`src/rtl/mult_pkg.sv`:
```
// mult_pkg: shared definitions for the shift-add multiplier accumulation stage.
//   MULT_W    : default operand width of the multiplier datapath
//   operand_t : one unsigned operand
//   sum_t     : operand sum including the carry-out bit
package mult_pkg;

  localparam int MULT_W = 16;

  typedef logic [MULT_W-1:0] operand_t;
  typedef logic [MULT_W:0]   sum_t;

endpackage : mult_pkg

```
`src/rtl/mult_adder_if.sv`:
```
// mult_adder_if: operand/result bundle of the accumulation adder.
//   operando_a, operando_b : unsigned addends (WIDTH bits)
//   in_valid               : addends are valid this cycle
//   soma                   : registered sum, bit WIDTH is the carry-out
//   out_valid              : soma holds a new result this cycle
// Modports: master drives the operands and reads the result, slave is the adder.
interface mult_adder_if
  import mult_pkg::*;
#(
  parameter int WIDTH = MULT_W
);

  logic [WIDTH-1:0] operando_a;
  logic [WIDTH-1:0] operando_b;
  logic             in_valid;
  logic [WIDTH:0]   soma;
  logic             out_valid;

  modport master (
    output operando_a,
    output operando_b,
    output in_valid,
    input  soma,
    input  out_valid
  );

  modport slave (
    input  operando_a,
    input  operando_b,
    input  in_valid,
    output soma,
    output out_valid
  );

endinterface : mult_adder_if

```
`src/rtl/cla_block.sv`:
```
// cla_block: BLK-bit combinational carry-lookahead adder slice.
//   a, b : BLK-bit addend slices
//   cin  : carry into the slice
//   sum  : BLK-bit sum slice
//   cout : carry out of the slice
// Every internal carry is formed as a flat sum of products
// (g[i] | p[i]g[i-1] | ... | p[i..0]cin) rather than rippled bit by bit.
module cla_block #(
  parameter int BLK = 4
) (
  input  logic [BLK-1:0] a,
  input  logic [BLK-1:0] b,
  input  logic           cin,
  output logic [BLK-1:0] sum,
  output logic           cout
);

  logic [BLK-1:0] gen_s;
  logic [BLK-1:0] prop_s;
  logic [BLK:0]   carry_s;
  logic           term_s;
  logic           acc_s;

  assign gen_s  = a & b;
  assign prop_s = a ^ b;

  // Two-level lookahead: each carry is the OR of all generate terms
  // propagated up to it, plus cin propagated through every lower bit.
  always_comb begin
    carry_s    = '0;
    term_s     = 1'b0;
    acc_s      = 1'b0;
    carry_s[0] = cin;
    for (int i = 0; i < BLK; i++) begin
      term_s = cin;
      for (int k = 0; k <= i; k++) begin
        term_s = term_s & prop_s[k];
      end
      acc_s = term_s;
      for (int j = 0; j <= i; j++) begin
        term_s = gen_s[j];
        for (int k = j + 1; k <= i; k++) begin
          term_s = term_s & prop_s[k];
        end
        acc_s = acc_s | term_s;
      end
      carry_s[i+1] = acc_s;
    end
  end

  assign sum  = prop_s ^ carry_s[BLK-1:0];
  assign cout = carry_s[BLK];

endmodule : cla_block

```
`src/rtl/mult_adder.sv`:
```
// mult_adder: unsigned WIDTH-bit adder with full carry-out, registered
// result and valid flag; partial-product accumulation stage of the
// shift-add multiplier.
//   clk   : clock, all state changes on the rising edge
//   rst_n : synchronous active-low reset (clears soma and out_valid)
//   bus   : mult_adder_if slave (operando_a/b, in_valid in; soma, out_valid out)
// One-cycle latency, one result per cycle, no backpressure. soma holds its
// last value while in_valid is low; out_valid marks fresh results only.
module mult_adder
  import mult_pkg::*;
#(
  parameter int WIDTH = MULT_W,
  parameter int BLK   = 4
) (
  input  logic         clk,
  input  logic         rst_n,
  mult_adder_if.slave  bus
);

  localparam int NBLK = WIDTH / BLK;

  // Block sizing must tile the operand exactly.
  if ((WIDTH % BLK) != 0) begin : g_width_check
    $error("mult_adder: WIDTH (%0d) must be a multiple of BLK (%0d)", WIDTH, BLK);
  end

  logic [NBLK:0]    chain_s;
  logic [WIDTH-1:0] sum_s;
  logic [WIDTH:0]   soma_r;
  logic             out_valid_r;

  // Carry-in of the accumulation stage is always zero.
  assign chain_s[0] = 1'b0;

  // Lookahead blocks, carries ripple from block to block.
  for (genvar n = 0; n < NBLK; n++) begin : g_blk
    cla_block #(
      .BLK (BLK)
    ) u_cla (
      .a    (bus.operando_a[n*BLK +: BLK]),
      .b    (bus.operando_b[n*BLK +: BLK]),
      .cin  (chain_s[n]),
      .sum  (sum_s[n*BLK +: BLK]),
      .cout (chain_s[n+1])
    );
  end

  // Output and valid registers; reset wins over a coincident valid operand.
  always_ff @(posedge clk) begin
    if (!rst_n) begin
      soma_r      <= '0;
      out_valid_r <= 1'b0;
    end else begin
      out_valid_r <= bus.in_valid;
      if (bus.in_valid) begin
        soma_r <= {chain_s[NBLK], sum_s};
      end else begin
        soma_r <= soma_r;
      end
    end
  end

  assign bus.soma      = soma_r;
  assign bus.out_valid = out_valid_r;

endmodule : mult_adder

```
`src/flat_wrapper.sv`:
```
// flat-port wrapper written by rule: the top's interface ports become plain ports
module mult_adder_flat import mult_pkg::*;
#(
  parameter int WIDTH = MULT_W,
  parameter int BLK   = 4
)
  (clk, rst_n, bus_operando_a, bus_operando_b, bus_in_valid, bus_soma, bus_out_valid);
  mult_adder_if #(.WIDTH(WIDTH)) bus_i ();
  input  logic clk;
  input  logic rst_n;
  input wire logic [$bits(bus_i.operando_a)-1:0] bus_operando_a;
  input wire logic [$bits(bus_i.operando_b)-1:0] bus_operando_b;
  input wire logic [$bits(bus_i.in_valid)-1:0] bus_in_valid;
  output wire logic [$bits(bus_i.soma)-1:0] bus_soma;
  output wire logic [$bits(bus_i.out_valid)-1:0] bus_out_valid;
  assign bus_i.operando_a = bus_operando_a;
  assign bus_i.operando_b = bus_operando_b;
  assign bus_i.in_valid = bus_in_valid;
  assign bus_soma = bus_i.soma;
  assign bus_out_valid = bus_i.out_valid;
  mult_adder #(.WIDTH(WIDTH), .BLK(BLK)) u_core (.clk(clk), .rst_n(rst_n), .bus(bus_i));
endmodule
```
`config.mk`:
```
export PLATFORM = sky130hd
export DESIGN_NAME = mult_adder_flat
export DESIGN_NICKNAME = d
export VERILOG_FILES = /design/src/rtl/mult_pkg.sv /design/src/rtl/mult_adder_if.sv /design/src/rtl/cla_block.sv /design/src/rtl/mult_adder.sv /design/src/flat_wrapper.sv
export SDC_FILE = /design/constraint.sdc
export NUM_CORES = 1
export LEC_CHECK = 0
export BUFFER_PORTS_ARGS = -buffer_cell sky130_fd_sc_hd__buf_2
export CORE_MARGIN = 2
export CORE_UTILIZATION = 42
export CTS_CLUSTER_DIAMETER = 150
export CTS_CLUSTER_SIZE = 12
export DETAILED_ROUTE_END_ITERATION = 7
export GPL_TIMING_DRIVEN = 0
export PLACE_DENSITY_LB_ADDON = 0.3
export SYNTH_ARGS = -nofsm -noshare
export SYNTH_HDL_FRONTEND = slang
export SYNTH_SLANG_ARGS = --single-unit
```
`constraint.sdc`:
```
create_clock -name clk -period 3.7 [get_ports clk]
set_input_delay 0.37 -clock clk [delete_from_list [all_inputs] [get_ports clk]]
set_output_delay 0.37 -clock clk [all_outputs]
set_load 0.01 [all_outputs]
```
==> results.json <==
{
  "die_y_um": 57.9,
  "grt_pass1_vias": 1174,
  "cpPeakStageDelay_ns": 0.37,
  "synthesis.nets": 183,
  "synth_edf_count": 0,
  "hold-worst-slack_ns": 0.392,
  "p_clk_frac": 0.248,
  "pre_cts_ws_ns": -0.365,
  "status": "complete, no violations",
  "synth-seq-area-share": 0.295,
  "vias": 1175,
  "n_antenna_cell": 0,
  "area_delta_synth_final_pct": 29.2,
  "drt_wl_total_um": 3040,
  "p_leak_nw": 0.811,
  "synthesis.area_um2": 1220,
  "swShare": 0.317,
  "hold_buffers": 0,
  "cts-root-buf": "clkbuf_4",
  "cts.path.max_buffers": 2,
  "die_x_um": 57.9,
  "crit_fanout": 3,
  "drv_slew": 0,
  "ff2ff_path_depth": 2,
  "async_reset_ff_frac": 0,
  "power.share.combinational": 0.323,
  "synthFlopType": "dfxtp_1",
  "fmax_mhz": 277,
  "drive_gt1_frac": 0.363,
  "pin_count": 53,
  "cp-end-kind": "flop",
  "via_per_inst": 5.52,
  "fin_crit_sh": 0.977,
  "wl_per_cell_um": 14.3,
  "worstReg2RegEnd": "u_core.bus.soma[5]$_SDFFE_PN0P_",
  "cts_buffers": 3,
  "tightest_slew_ns": 0.538,
  "cts_tree": "yes",
  "synthTopCellsByArea": "dfxtp_1 30%, ha_1 20%, fa_1 6.6%",
  "min_to": "u_core.bus.out_valid$_SDFF_PN0_",
  "ys_types": 30,
  "initial_core_util": 0.443,
  "nets": 242,
  "drt_iter0_drc": 16,
  "setup.worst_path.start": "bus_operando_b[1]",
  "crit_top_cell": "ha_1",
  "multi_input_area_um2": 802,
  "rows": 19,
  "overflow": 0,
  "startpoint_type": "primary input",
  "antenna_found_initial": 0,
  "path_cells": "buf_2, ha_1, ha_1, o21a_1, o21ai_2, nand2b_1, ha_1, o211ai_1, nand2_1, a21o_1, ha_1, o211ai_1, nand2_1, a21o_1, ha_1, o211a_1, or3_1, nand3_1",
  "clkSinkCount": 18,
  "htree_levels": 1,
  "skew_ns": 0,
  "grt_use_total": 0.192,
  "cap_viol_max_count": 0,
  "clkLatencyLatePin_ns": 0.30,
  "setup_slack_ns": 0.0852,
  "grt_max_degree": 11,
  "synth_seq_cells": 18,
  "syn_avg_cell_area_um2": 9.85,
  "core_area_um2": 2760,
  "rrSetupSlack_ns": 2.96,
  "final_antenna_net_count": 0,
  "setup_viol_count_final": 0,
  "hp-class": "in -> reg",
  "powerDensity_nw_per_um2": 329,
  "dieArea_um2": 3350,
  "worstHoldPathCells": 2,
  "hpwl_um": 2340,
  "peakVddDrop_mv": 0.208,
  "dr.pass1.iters": 4,
  "hp-start": "bus_in_valid",
  "ys_warn_count": 0,
  "power_frac_seq": 0.429,
  "stdcell_area_um2": 1580,
  "place_congestion": 0.753,
  "power_switching_uw": 165,
  "fill_cells": 262,
  "yosysTopAreaCell": "dfxtp_1",
  "slew_headroom": 0.642,
  "required_ns": 3.96,
  "register_area_um2": 360,
  "drc": 0,
  "period_minus_slack_ns": 3.61,
  "timing.rr.start": "u_core.bus.soma[5]$_SDFFE_PN0P_",
  "criticalPathCategory": "in -> reg",
  "cts.reportedPaths.clkPinSlew_ns": 0.11,
  "synth_top_cell_area_share": 0.295,
  "io_buffers": 51,
  "synth_cells": 124,
  "slowest_stage": "or3_1",
  "intPower_uw": 354,
  "grt_pass1_wl_um": 5000,
  "hold_violations": 0,
  "cp_data_arrival_time_ns": 3.87,
  "placed_cell_area_um2": 1520
}
area by class of cell:
cell class,count,share of cell area
Tap cell,31,0.0246
Timing Repair Buffer,54,0.176
Buffer,6,0.0230
Clock buffer,4,0.0230
Sequential cell,18,0.228
Multi-Input combinational cell,93,0.508
Inverter,7,0.0167
worst max-delay path by stage:
stage / slack [ns] / endpoint
6_report: 0.09 / u_core.bus.soma[15]$_SDFFE_PN0P_
5_1_grt: -0.02 / u_core.bus.soma[15]$_SDFFE_PN0P_
4_1_cts: 0.02 / u_core.bus.soma[15]$_SDFFE_PN0P_
3_5_place_dp: -0.37 / u_core.bus.soma[15]$_SDFFE_PN0P_
3_3_place_gp: -0.26 / u_core.bus.soma[15]$_SDFFE_PN0P_
2_1_floorplan: 0.13 / u_core.bus.soma[15]$_SDFFE_PN0P_
cell families (layout without fill, tap and decap cells):
logic type / count (synthesis) / in the layout / synth area share
muxes: 5 / 5 / 0.0410
DFF: 18 / 18 / 0.295
AOI/OAI and AO/OA: 33 / 33 / 0.211
buffers and inverters: 13 / 71 / 0.0512
adders and majority gates: 24 / 24 / 0.270
xor gates and xnor gates: 4 / 4 / 0.0287
and+or+nand+nor: 27 / 27 / 0.102
registers in the layout, summed over array words and instances, names as in the netlist:
name / flops
u_core.bus.out_valid: 1
u_core.bus.soma: 17
power groups by stage:
stage | registers (mW) | clock network (mW) | logic, mW
finish | 0.223 | 0.129 | 0.168
global route | 0.225 | 0.140 | 0.189
global placement | 0.227 | 0 | 0.154
detailed placement | 0.227 | 0 | 0.161
floorplan | 0.236 | 0 | 0.0896
CTS | 0.223 | 0.130 | 0.163
metrics by stage:
| step | cells | setup TNS (ns) | total power [mW] | utilization |
|---|---|---|---|---|
| 2_1_floorplan | 124 | 0 | 0.326 | - |
| 3_5_place_dp | 206 | -1.32 | 0.388 | 0.549 |
| 6_report | 213 | 0 | 0.519 | 0.572 |
| 5_1_grt | 213 | -0.0193 | 0.554 | 0.572 |
| 3_3_place_gp | 206 | -0.778 | 0.380 | 0.549 |
| 4_1_cts | 210 | 0 | 0.515 | 0.563 |
placed cells by master, fill, tap and decap left out, types with 3 or more instances in the layout:
| cell | n |
|---|---|
| inv_1 | 6 |
| o211ai_1 | 4 |
| clkbuf_4 | 3 |
| fa_1 | 4 |
| o311ai_0 | 3 |
| o21a_1 | 4 |
| a211oi_1 | 4 |
| buf_4 | 6 |
| buf_2 | 53 |
| o2111ai_1 | 4 |
| nand3_1 | 13 |
| ha_1 | 20 |
| xnor2_1 | 4 |
| mux2i_1 | 5 |
| nor2_1 | 9 |
| dfxtp_1 | 18 |
cell usage after synthesis, types with 4 or more instances:
cell type and number:
nand3_1 13, fa_1 4, a211oi_1 4, o21a_1 4, nor2_1 9, inv_1 6
dfxtp_1 18, o2111ai_1 4, mux2i_1 5, o211ai_1 4, xnor2_1 4, ha_1 20
critical path: cells and delay by family:
kind | cells | cell delay (ns)
fa+ha+maj | 5 | 1.13
compound gates | 7 | 1.46
buf+inv | 1 | 0.12
simple gates | 5 | 0.78
repair_timing:
action	4_1_cts	5_1_grt
pin swaps	0	7
resized for setup	1	1
setup endpoints to repair	1	4
setup buffers	0	3
per-layer routing:
| layer | vias to the layer above | part of all wire | global-route usage |
|---|---|---|---|
| met1 | 549 | 0.41 | 0.228 |
| li1 | 577 | - | - |
| met5 | - | 0 | 0 |
| met3 | 7 | 0.054 | 0.0268 |
| met2 | 42 | 0.51 | 0.326 |
| met4 | 0 | 0.024 | 0.120 |
Note: power is estimated with default switching activity, not from simulation.
